===== src/rtl/maxpool_window_ctrl_if.sv =====
// Signal bundle between the 2x2 max-pool sequencer and its environment.
// master = sequencer; slave = control, source memory, max unit and destination buffer.
// Reads return data one cycle after rd_en; the max unit returns results at its own pace.
interface maxpool_window_ctrl_if #(
  parameter int DATA_W = 32,
  parameter int ADDR_W = 16,
  parameter int DIM_W  = 8
);
  logic              start;
  logic [DIM_W-1:0]  in_width;
  logic [DIM_W-1:0]  in_height;
  logic [ADDR_W-1:0] src_base;
  logic [ADDR_W-1:0] dst_base;
  logic              rd_en;
  logic [ADDR_W-1:0] rd_addr;
  logic [DATA_W-1:0] rd_data;
  logic [DATA_W-1:0] win_d0;
  logic [DATA_W-1:0] win_d1;
  logic [DATA_W-1:0] win_d2;
  logic [DATA_W-1:0] win_d3;
  logic              win_valid;
  logic [DATA_W-1:0] max_in;
  logic              max_valid;
  logic              wr_en;
  logic [ADDR_W-1:0] wr_addr;
  logic [DATA_W-1:0] wr_data;
  logic              busy;
  logic              done;

  modport master (
    input  start, in_width, in_height, src_base, dst_base, rd_data, max_in, max_valid,
    output rd_en, rd_addr, win_d0, win_d1, win_d2, win_d3, win_valid,
           wr_en, wr_addr, wr_data, busy, done
  );

  modport slave (
    output start, in_width, in_height, src_base, dst_base, rd_data, max_in, max_valid,
    input  rd_en, rd_addr, win_d0, win_d1, win_d2, win_d3, win_valid,
           wr_en, wr_addr, wr_data, busy, done
  );
endinterface


===== src/rtl/maxpool_window_ctrl.sv =====
// 2x2/stride-2 max-pool sequencer: 4 reads per window, gathers window, writes max results.
// Latency: first window valid 6 cycles after start; done 4*N+6 cycles after start (2 if N==0).
// No backpressure: reads stream one per cycle; results are counted, not timed. Option: MAXPOOL_RELU_EN.
module maxpool_window_ctrl #(
  parameter int DATA_W = 32,
  parameter int ADDR_W = 16,
  parameter int DIM_W  = 8
) (
  input logic                   clk,
  input logic                   reset,
  maxpool_window_ctrl_if.master bus
);
  localparam int                CNT_W = 2 * DIM_W;
  localparam logic [DIM_W-1:0]  ONE_D = DIM_W'(1);
  localparam logic [ADDR_W-1:0] ONE_A = ADDR_W'(1);
  localparam logic [ADDR_W-1:0] TWO_A = ADDR_W'(2);
  localparam logic [CNT_W-1:0]  ONE_C = CNT_W'(1);

  typedef enum logic [1:0] {S_IDLE, S_READ, S_DRAIN, S_FIN} state_t;
  state_t r_state, w_next;

  logic [DIM_W-1:0]  r_width, r_height, r_col, r_row;
  logic [1:0]        r_ph;
  logic [ADDR_W-1:0] r_row_addr, r_win_addr;
  logic              r_rd_vld;
  logic [1:0]        r_rd_ph;
  logic [DATA_W-1:0] r_stage0, r_stage1, r_stage2;
  logic [DATA_W-1:0] r_win_d0, r_win_d1, r_win_d2, r_win_d3;
  logic              r_win_vld;
  logic [CNT_W-1:0]  r_wr_cnt;
  logic [ADDR_W-1:0] r_wr_ptr, r_wr_addr;
  logic [DATA_W-1:0] r_wr_data;
  logic              r_wr_en;

  logic              w_start_acc, w_rd_en, w_busy, w_done, w_degen, w_last_col, w_last_row;
  logic [DIM_W-1:0]  w_ow, w_oh;
  logic [CNT_W-1:0]  w_total;
  logic [ADDR_W-1:0] w_wa, w_w2, w_rd_addr;
  logic [DATA_W-1:0] w_wr_data;

  // Output geometry: an odd trailing column/row is simply dropped by the floor.
  assign w_ow        = r_width >> 1;
  assign w_oh        = r_height >> 1;
  assign w_degen     = (w_ow == '0) || (w_oh == '0);
  assign w_total     = CNT_W'(w_ow) * CNT_W'(w_oh);
  assign w_wa        = ADDR_W'(r_width);
  assign w_w2        = w_wa + w_wa;
  assign w_last_col  = (r_col == w_ow - ONE_D);
  assign w_last_row  = (r_row == w_oh - ONE_D);
  assign w_start_acc = (r_state == S_IDLE) && bus.start;

`ifdef MAXPOOL_RELU_EN
  // Fused ReLU: negative maxima are clamped to zero before the write.
  assign w_wr_data = bus.max_in[DATA_W-1] ? '0 : bus.max_in;
`else
  assign w_wr_data = bus.max_in;
`endif

  // State register.
  always_ff @(posedge clk) begin
    if (reset) r_state <= S_IDLE;
    else       r_state <= w_next;
  end

  // Next state plus the state-decoded strobes (rd_en, busy, done).
  always_comb begin
    w_next  = r_state;
    w_rd_en = 1'b0;
    w_busy  = 1'b0;
    w_done  = 1'b0;
    case (r_state)
      S_IDLE: if (bus.start) w_next = S_READ;
      S_READ: begin
        w_busy = 1'b1;
        if (w_degen) begin
          w_next = S_FIN;
        end else begin
          w_rd_en = 1'b1;
          if ((r_ph == 2'd3) && w_last_col && w_last_row) w_next = S_DRAIN;
        end
      end
      S_DRAIN: begin
        w_busy = 1'b1;
        if (r_wr_cnt == w_total) w_next = S_FIN;
      end
      S_FIN: begin
        w_done = 1'b1;
        w_next = S_IDLE;
      end
      default: w_next = S_IDLE;
    endcase
  end

  // Read address: window origin plus the tap offset for the current phase.
  always_comb begin
    w_rd_addr = '0;
    if (w_rd_en) begin
      case (r_ph)
        2'd0:    w_rd_addr = r_win_addr;
        2'd1:    w_rd_addr = r_win_addr + ONE_A;
        2'd2:    w_rd_addr = r_win_addr + w_wa;
        default: w_rd_addr = r_win_addr + w_wa + ONE_A;
      endcase
    end
  end

  // Window walker: latch geometry at start, step phase/column/row as reads issue.
  always_ff @(posedge clk) begin
    if (reset) begin
      r_width <= '0; r_height <= '0; r_col <= '0; r_row <= '0; r_ph <= '0;
      r_row_addr <= '0; r_win_addr <= '0;
    end else if (w_start_acc) begin
      r_width    <= bus.in_width;
      r_height   <= bus.in_height;
      r_col      <= '0;
      r_row      <= '0;
      r_ph       <= '0;
      r_row_addr <= bus.src_base;
      r_win_addr <= bus.src_base;
    end else if (w_rd_en) begin
      r_ph <= r_ph + 2'd1;
      if (r_ph == 2'd3) begin
        if (w_last_col) begin
          r_col      <= '0;
          r_row      <= r_row + ONE_D;
          r_row_addr <= r_row_addr + w_w2;
          r_win_addr <= r_row_addr + w_w2;
        end else begin
          r_col      <= r_col + ONE_D;
          r_win_addr <= r_win_addr + TWO_A;
        end
      end
    end
  end

  // Stage returning read data; the fourth word releases the whole window.
  always_ff @(posedge clk) begin
    if (reset) begin
      r_rd_vld <= 1'b0; r_rd_ph <= '0; r_win_vld <= 1'b0;
      r_stage0 <= '0; r_stage1 <= '0; r_stage2 <= '0;
      r_win_d0 <= '0; r_win_d1 <= '0; r_win_d2 <= '0; r_win_d3 <= '0;
    end else begin
      r_rd_vld  <= w_rd_en;
      r_rd_ph   <= r_ph;
      r_win_vld <= 1'b0;
      if (r_rd_vld) begin
        case (r_rd_ph)
          2'd0: r_stage0 <= bus.rd_data;
          2'd1: r_stage1 <= bus.rd_data;
          2'd2: r_stage2 <= bus.rd_data;
          default: begin
            r_win_d0  <= r_stage0;
            r_win_d1  <= r_stage1;
            r_win_d2  <= r_stage2;
            r_win_d3  <= bus.rd_data;
            r_win_vld <= 1'b1;
          end
        endcase
      end
    end
  end

  // Register one destination write per returned result; the count ends the pass.
  always_ff @(posedge clk) begin
    if (reset) begin
      r_wr_en <= 1'b0; r_wr_addr <= '0; r_wr_data <= '0; r_wr_ptr <= '0; r_wr_cnt <= '0;
    end else begin
      r_wr_en <= 1'b0;
      if (w_start_acc) begin
        r_wr_ptr <= bus.dst_base;
        r_wr_cnt <= '0;
      end else if (w_busy && bus.max_valid) begin
        r_wr_en   <= 1'b1;
        r_wr_addr <= r_wr_ptr;
        r_wr_data <= w_wr_data;
        r_wr_ptr  <= r_wr_ptr + ONE_A;
        r_wr_cnt  <= r_wr_cnt + ONE_C;
      end
    end
  end

  assign bus.rd_en     = w_rd_en;
  assign bus.rd_addr   = w_rd_addr;
  assign bus.win_d0    = r_win_d0;
  assign bus.win_d1    = r_win_d1;
  assign bus.win_d2    = r_win_d2;
  assign bus.win_d3    = r_win_d3;
  assign bus.win_valid = r_win_vld;
  assign bus.wr_en     = r_wr_en;
  assign bus.wr_addr   = r_wr_addr;
  assign bus.wr_data   = r_wr_data;
  assign bus.busy      = w_busy;
  assign bus.done      = w_done;
endmodule


===== src/flat_wrapper.sv =====
// flat-port wrapper written by rule: the top's interface ports become plain ports
module maxpool_window_ctrl_flat 
#(
  parameter int DATA_W = 32,
  parameter int ADDR_W = 16,
  parameter int DIM_W  = 8
)
  (clk, reset, bus_start, bus_in_width, bus_in_height, bus_src_base, bus_dst_base, bus_rd_data, bus_max_in, bus_max_valid, bus_rd_en, bus_rd_addr, bus_win_d0, bus_win_d1, bus_win_d2, bus_win_d3, bus_win_valid, bus_wr_en, bus_wr_addr, bus_wr_data, bus_busy, bus_done);
  maxpool_window_ctrl_if #(.DATA_W(DATA_W), .ADDR_W(ADDR_W), .DIM_W(DIM_W)) bus_i ();
  input logic clk;
  input logic reset;
  input wire logic [$bits(bus_i.start)-1:0] bus_start;
  input wire logic [$bits(bus_i.in_width)-1:0] bus_in_width;
  input wire logic [$bits(bus_i.in_height)-1:0] bus_in_height;
  input wire logic [$bits(bus_i.src_base)-1:0] bus_src_base;
  input wire logic [$bits(bus_i.dst_base)-1:0] bus_dst_base;
  input wire logic [$bits(bus_i.rd_data)-1:0] bus_rd_data;
  input wire logic [$bits(bus_i.max_in)-1:0] bus_max_in;
  input wire logic [$bits(bus_i.max_valid)-1:0] bus_max_valid;
  output wire logic [$bits(bus_i.rd_en)-1:0] bus_rd_en;
  output wire logic [$bits(bus_i.rd_addr)-1:0] bus_rd_addr;
  output wire logic [$bits(bus_i.win_d0)-1:0] bus_win_d0;
  output wire logic [$bits(bus_i.win_d1)-1:0] bus_win_d1;
  output wire logic [$bits(bus_i.win_d2)-1:0] bus_win_d2;
  output wire logic [$bits(bus_i.win_d3)-1:0] bus_win_d3;
  output wire logic [$bits(bus_i.win_valid)-1:0] bus_win_valid;
  output wire logic [$bits(bus_i.wr_en)-1:0] bus_wr_en;
  output wire logic [$bits(bus_i.wr_addr)-1:0] bus_wr_addr;
  output wire logic [$bits(bus_i.wr_data)-1:0] bus_wr_data;
  output wire logic [$bits(bus_i.busy)-1:0] bus_busy;
  output wire logic [$bits(bus_i.done)-1:0] bus_done;
  assign bus_i.start = bus_start;
  assign bus_i.in_width = bus_in_width;
  assign bus_i.in_height = bus_in_height;
  assign bus_i.src_base = bus_src_base;
  assign bus_i.dst_base = bus_dst_base;
  assign bus_i.rd_data = bus_rd_data;
  assign bus_i.max_in = bus_max_in;
  assign bus_i.max_valid = bus_max_valid;
  assign bus_rd_en = bus_i.rd_en;
  assign bus_rd_addr = bus_i.rd_addr;
  assign bus_win_d0 = bus_i.win_d0;
  assign bus_win_d1 = bus_i.win_d1;
  assign bus_win_d2 = bus_i.win_d2;
  assign bus_win_d3 = bus_i.win_d3;
  assign bus_win_valid = bus_i.win_valid;
  assign bus_wr_en = bus_i.wr_en;
  assign bus_wr_addr = bus_i.wr_addr;
  assign bus_wr_data = bus_i.wr_data;
  assign bus_busy = bus_i.busy;
  assign bus_done = bus_i.done;
  maxpool_window_ctrl #(.DATA_W(DATA_W), .ADDR_W(ADDR_W), .DIM_W(DIM_W)) u_core (.clk(clk), .reset(reset), .bus(bus_i));
endmodule

===== config.mk =====
export PLATFORM = sky130hd
export DESIGN_NAME = maxpool_window_ctrl_flat
export DESIGN_NICKNAME = d
export VERILOG_FILES = /design/src/rtl/maxpool_window_ctrl_if.sv /design/src/rtl/maxpool_window_ctrl.sv /design/src/flat_wrapper.sv
export SDC_FILE = /design/constraint.sdc
export NUM_CORES = 1
export LEC_CHECK = 0
export CAP_MARGIN = 5
export CORE_MARGIN = 3
export CORE_UTILIZATION = 40
export CTS_BUF_LIST = sky130_fd_sc_hd__clkbuf_8
export CTS_CLUSTER_DIAMETER = 100
export DETAILED_ROUTE_END_ITERATION = 10
export DONT_BUFFER_PORTS = 1
export GPL_TIMING_DRIVEN = 0
export PLACE_DENSITY = 0.66
export RECOVER_POWER = 50
export SLEW_MARGIN = 5
export SYNTH_ARGS = -nofsm -noshare
export SYNTH_HDL_FRONTEND = slang
export SYNTH_SLANG_ARGS = --single-unit

===== constraint.sdc =====
create_clock -name clk -period 7.2 [get_ports clk]
set_input_delay 1.44 -clock clk [delete_from_list [all_inputs] [get_ports clk]]
set_output_delay 1.44 -clock clk [all_outputs]
set_load 0.02 [all_outputs]

==> results_dict.tcl, run 1 <==
set metrics [dict create \
    hold_path.class "flip-flop to flip-flop" \
    synthCells 2405 \
    synth_xor_area_share_pct 5.45 \
    period_minus_slack_ns 6.46 \
    antenna_found_initial 2 \
    gp_congestion 0.896 \
    final_cell_mix "708 x nand2_1, 376 x dfxtp_1, 354 x a21oi_1" \
    reg2reg_from "u_core.r_width[4]" \
    p_leak_nw 7.28 \
    clkTransAtPathRegs_ns 0.06 \
    startpoint "u_core.r_ph[1]" \
    critPathArrivalTime_ns 5.02 \
    wl_per_cell_um 19.5 \
    cts-htree-levels 2 \
    syn_nets 2613 \
    synth_mux_area_share_pct 0.839 \
    layout-area-overhead-vs-synth_pct 11.4 \
    post_cts_buffers 0 \
    yosysTopAreaCellShare_pct 40.7 \
    power_mw 5.81 \
    ys.flop_type "dfxtp_1" \
    grt_start_max_net_pins 20 \
    relSlewSlack_pct 35.1 \
    dp_hpwl_um 46000 \
    maxCapViolCount 0 \
    viasPerCell 5.53 \
    peakVddDrop_mv 0.177 \
    fmax_ghz 0.155 \
    crit_required_ns 5.76 \
    coreArea_um2 45500 \
    rows 78 \
    startpoint_type "flip-flop" \
    grt_pass1_wl_um 94300 \
    cts.sinks 376 \
    period_share_pct 89.7 \
    critPathMaxStageDelay_ns 0.68 \
    synth_cell_types 68 \
    grt-ovfl-total 0 \
    pin_count 313 \
    first_pass_iters 5 \
    die_x_um 221 \
    tightest_slew_ns 0.973 \
    wl_um 61000 \
    die_h_um 221 \
    grt_setup_unrepaired "false" \
    setup_viol_count_final 0 \
    synth-edff-count 0 \
    root_buffer "clkbuf_8" \
    drc 0 \
    endpoint_kind "output pin" \
    synth_top_family_by_area "simple AND/OR/NAND/NOR gates" \
    finalHoldViolations 0 \
    tns_ns 0 \
    final_antenna_net_count 0 \
    layout-drive-gt1-share_pct 4.85 \
    slowest_stage "a311oi_1" \
    ys_warn_count 0 \
    numCtsBuffers 60 \
    drv_slew 0 \
    min_from "u_core.r_stage0[28]" \
    port_buffers 0 \
    synth_area_leader_cell "dfxtp_1" \
    ys_top_cells_by_area "dfxtp_1 41%, nand2_1 14%, a21oi_1 9.6%" \
    synth_seq_cells 376 \
    post_cts_resized 0 \
    drt-initial-drc-count 1276 \
    crit_path_max_fanout 10 \
    grt_pass1_vias 16658 \
    synth_compound_area_share_pct 17.5 \
    r2r_setup_slack_ns 1.02 \
    worstSetupPathType "flip-flop to output pin" \
    die_area_um2 48900 \
    grt_usage_pct 23.9 \
    num_vias 17249 \
    clock_skew_ns 0.0516 \
    cp_cell_sequence "inv_1, ha_1, clkbuf_1, buf_1, mux2_2, ha_1, inv_1, a21oi_1, nand2_1, o31a_1, o41ai_1, a221oi_1, a311oi_1" \
    ys_seq_area_share_pct 40.7 \
    layout_commonest_cell "nand2_1" \
    reg2reg_to "u_core.r_state[0]" \
    final_nets 2675 \
    cts_buffer_depth 3 \
    hold_buffers 0 \
    cts_tree "built" \
    start_util_pct 40.7 \
    synthArstFlopShare_pct 0 \
    clk_latency_ns 0.70 \
    status "finished, final reports clean" \
    yosys.area_share.adder_pct 7.28 \
    yosys.area_share.simple_pct 23.7 \
    power-per-cell-area_nw_per_um2 282 \
    endpoint "bus_rd_addr[10]" \
    synth_area_um2 18500 \
    reg2reg_depth 17 \
    syn_area_per_cell_um2 7.69 \
]
[report_power, final]
group          switching [mW]  internal [mW]  total (mW)
sequential              0.210           2.24        2.45
combinational           0.874          0.444        1.32
clock                   0.920           1.12        2.04
total                    2.01           3.81        5.81
[per-layer routing]
layer | part of all wire [%] | vias to the layer above | track usage, %
met5 | 0.016 | - | 0
met4 | 3.1 | 2 | 8.06
met3 | 9.5 | 122 | 7.20
met2 | 46 | 693 | 39.2
met1 | 41 | 8206 | 30.0
li1 | - | 8226 | -
[cells in the mapped netlist (11+ instances only)]
cell / count
nand2_1: 708
dfxtp_1: 376
a21oi_1: 354
clkbuf_1: 153
nor2_1: 131
xor2_1: 69
ha_1: 66
inv_1: 53
o21ai_0: 46
xnor2_1: 46
nand3_1: 33
a211oi_1: 29
fa_1: 26
and2_1: 25
nand4_1: 22
and3_1: 21
nor3_1: 20
nand2b_1: 13
mux2i_1: 11
o211ai_1: 11
[worst min path at each step]
stage                                  endpoint  slack, ns  depth (start not counted)
after detailed placement  u_core.bus.win_d0[31]       0.44                          2
after CTS                 u_core.bus.win_d0[28]       0.43                          2
after floorplan            u_core.bus.win_d0[0]       0.43                          2
after global routing         u_core.r_stage1[8]       0.47                          2
after global placement    u_core.bus.win_d0[21]       0.44                          2
final                     u_core.bus.win_d0[28]       0.40                          2
[critical path, delay by kind of cell, from the launching register on]
kind	cells	cell delay (ns)
buffers and inverters	4	1.08
AO/OA/AOI/OAI	5	2.01
AND/OR/NAND/NOR	1	0.11
adder cells (fa/ha/maj)	2	0.56
multiplexers	1	0.25
flip-flops	1	0.34
[sequential cells by signal, indices dropped and copies added (netlist names), 2 cells and up]
signal              cells
u_core.bus.win_d0      32
u_core.bus.win_d1      32
u_core.bus.win_d2      32
u_core.bus.win_d3      32
u_core.bus.wr_addr     16
u_core.bus.wr_data     32
u_core.r_col            8
u_core.r_height         7
u_core.r_ph             2
u_core.r_rd_ph          2
u_core.r_row            8
u_core.r_row_addr      16
u_core.r_stage0        32
u_core.r_stage1        32
u_core.r_stage2        32
u_core.r_state          2
u_core.r_width          8
u_core.r_win_addr      16
u_core.r_wr_cnt        16
u_core.r_wr_ptr        16
[logic make-up after synthesis]
group / after synthesis
flip-flops: 376
XOR/XNOR: 115
AND/OR/NAND/NOR: 1036
adder cells (fa/ha/maj): 92
multiplexers: 15
AO/OA/AOI/OAI: 550
buffers and inverters: 221
[area by class of cell]
class | instances | area [µm²]
Clock buffer | 74 | 1020
Sequential cell | 376 | 7530
Multi-Input combinational cell | 1808 | 10100
Tap cell | 600 | 751
Buffer | 167 | 634
Fill cell | 4574 | 24900
Antenna cell | 2 | 5.00
Clock inverter | 38 | 339
Inverter | 54 | 203
[metrics by stage]
| step | area (µm²) | utilization, % | hold slack, ns | setup slack, ns | instances |
|---|---|---|---|---|---|
| 2_1_floorplan | 18500 | - | 0.432 | 1.91 | 2405 |
| 6_report | 20600 | 45.3 | 0.404 | 0.741 | 3119 |
| 3_3_place_gp | 19200 | 42.3 | 0.437 | 1.05 | 3005 |
| 5_1_grt | 20600 | 45.3 | 0.472 | 0.325 | 3119 |
| 3_5_place_dp | 19200 | 42.3 | 0.445 | 1.08 | 3005 |
| 4_1_cts | 20600 | 45.3 | 0.432 | 0.768 | 3117 |
Note: power is estimated with default switching activity, not from simulation.
==> inputs of run 2 (changes only) <==
--- a/config.mk
+++ b/config.mk
@@ -6,7 +6,7 @@
 export NUM_CORES = 1
 export LEC_CHECK = 0
 export CAP_MARGIN = 5
-export CORE_MARGIN = 3
+export CORE_MARGIN = 2
 export CORE_UTILIZATION = 40
 export CTS_BUF_LIST = sky130_fd_sc_hd__clkbuf_8
 export CTS_CLUSTER_DIAMETER = 100
@@ -15,6 +15,7 @@
 export GPL_TIMING_DRIVEN = 0
 export PLACE_DENSITY = 0.66
 export RECOVER_POWER = 50
+export SKIP_LAST_GASP = 1
 export SLEW_MARGIN = 5
 export SYNTH_ARGS = -nofsm -noshare
 export SYNTH_HDL_FRONTEND = slang
==> results_dict.tcl, run 2 (synthesized netlist as in run 1, its figures left out) <==
set metrics [dict create \
    status "finished, final reports clean" \
    first_pass_iters 8 \
    critPathArrivalTime_ns 5.05 \
    power_mw 5.70 \
    p_leak_nw 7.25 \
    period_share_pct 90.1 \
    fin_util_pct 45.1 \
    final-seq-area_um2 7530 \
    startpoint "u_core.r_ph[1]" \
    coreArea_um2 45500 \
    clk_latency_ns 0.68 \
    peakVddDrop_mv 0.206 \
    period_minus_slack_ns 6.49 \
    antenna_found_initial 3 \
    finish.instance_area_um2 20500 \
    fmax_ghz 0.154 \
    nFillCells 4616 \
    setup_viol_count_final 0 \
    root_buffer "clkbuf_8" \
    layout-area-overhead-vs-synth_pct 11.0 \
    die_x_um 219 \
    pin_count 313 \
    hold_buffers 0 \
    layout-drive-gt1-share_pct 4.65 \
    viasPerCell 5.55 \
    die_area_um2 48000 \
    maxCapViolCount 0 \
    cp_cell_sequence "inv_1, ha_1, clkbuf_1, buf_1, mux2_2, ha_1, inv_1, a21oi_1, nand2_1, o31a_1, o41ai_1, a221oi_1, a311oi_1" \
    power-per-cell-area_nw_per_um2 278 \
    drt-initial-drc-count 1397 \
    cts-htree-levels 2 \
    layout_commonest_cell "nand2_1" \
    wl_um 60800 \
    gp_congestion 0.884 \
    slowest_stage "a311oi_1" \
    wl_per_cell_um 19.5 \
    holdWs_ns 0.419 \
    cts_buffer_depth 3 \
    cp_top_family "compound AO/OA/AOI/OAI gates" \
    grt_usage_pct 24.8 \
    rows 78 \
    tightest_slew_ns 1.05 \
    multiInputGateArea_um2 10100 \
    die_h_um 219 \
    final_nets 2675 \
    dp_slack_ns 1.12 \
    start_util_pct 40.7 \
    numCtsBuffers 60 \
    drv_slew 0 \
    startpoint_type "flip-flop" \
    clkTransAtPathRegs_ns 0.07 \
    crit_required_ns 5.76 \
    clock_skew_ns 0.0508 \
    worstSetupPathType "flip-flop to output pin" \
    grt-ovfl-total 0 \
    port_buffers 0 \
    endpoint_kind "output pin" \
    place_area_um2 19200 \
    grt_pass1_wl_um 93200 \
    drc 0 \
    dp_hpwl_um 45800 \
    num_vias 17299 \
    instances_no_fill 3118 \
    cts_tree "built" \
    crit_path_max_fanout 10 \
    final_cell_mix "708 x nand2_1, 376 x dfxtp_1, 354 x a21oi_1" \
    post_cts_buffers 0 \
    min_from "u_core.r_stage0[26]" \
    path_buf_inv 4 \
    hold_path.class "flip-flop to flip-flop" \
    critPathMaxStageDelay_ns 0.69 \
    final_antenna_net_count 0 \
    tns_ns 0 \
    finalHoldViolations 0 \
    dp_cells 3005 \
    grt_setup_unrepaired "false" \
    relSlewSlack_pct 29.9 \
    grt_pass1_vias 16672 \
    reg2reg_from "u_core.r_width[4]" \
    cts.sinks 376 \
    post_cts_resized 0 \
    grt_start_max_net_pins 19 \
    setup_ws_ns 0.713 \
]
-- run 2: changes by cell type in the layout (fill, tap and decap cells not counted), sizes merged --
cell	previous run	this run
bufinv	5	1
clkinv	17	10
inv	69	73
diode	2	3
clkbuf	228	233
-- run 2: worst paths after layout --
path	end	slack (ns)	depth (start not counted)
max	bus_rd_addr[10]	0.71	13
min reg2reg	u_core.bus.win_d0[26]	0.42	2
max reg2reg	u_core.r_state[0]	1.09	17
min	u_core.bus.win_d0[26]	0.42	2
-- run 2: routing by layer --
metal	part of all wire (%)	track usage (%)
met5	0.048	0
met2	45	40.3
met1	41	31.3
met4	3.6	9.17
met3	9.5	7.23
-- run 2: worst reg2reg max path: stages, from the launching register on --
cell       delay [ns]
dfxtp_1          0.57
clkbuf_1         0.46
nand2_1          0.17
fa_1             0.58
fa_1             0.46
fa_1             0.55
inv_1            0.06
fa_1             0.48
ha_1             0.29
clkbuf_1         0.28
nand3_1          0.18
o2111ai_1        0.39
and3_1           0.23
o2111ai_1        0.12
o41a_1           0.46
a2111oi_4        0.39
o21ai_1          0.12
a221oi_1         0.25
-- run 2: power by group --
group          switching (mW)  internal, mW
Combinational           0.873         0.444
Sequential              0.212          2.24
Clock                   0.905          1.03
Total                    1.99          3.71
-- run 2: area by class of cell --
cell class                 instances  share of cell area [%]
antenna                            3                  0.0366
buffer                           167                    3.09
clock buffer                      79                    5.30
clock inverter                    31                   0.920
inverter                          54                   0.987
multi-input combinational       1808                    49.4
sequential                       376                    36.7
tap                              600                    3.66
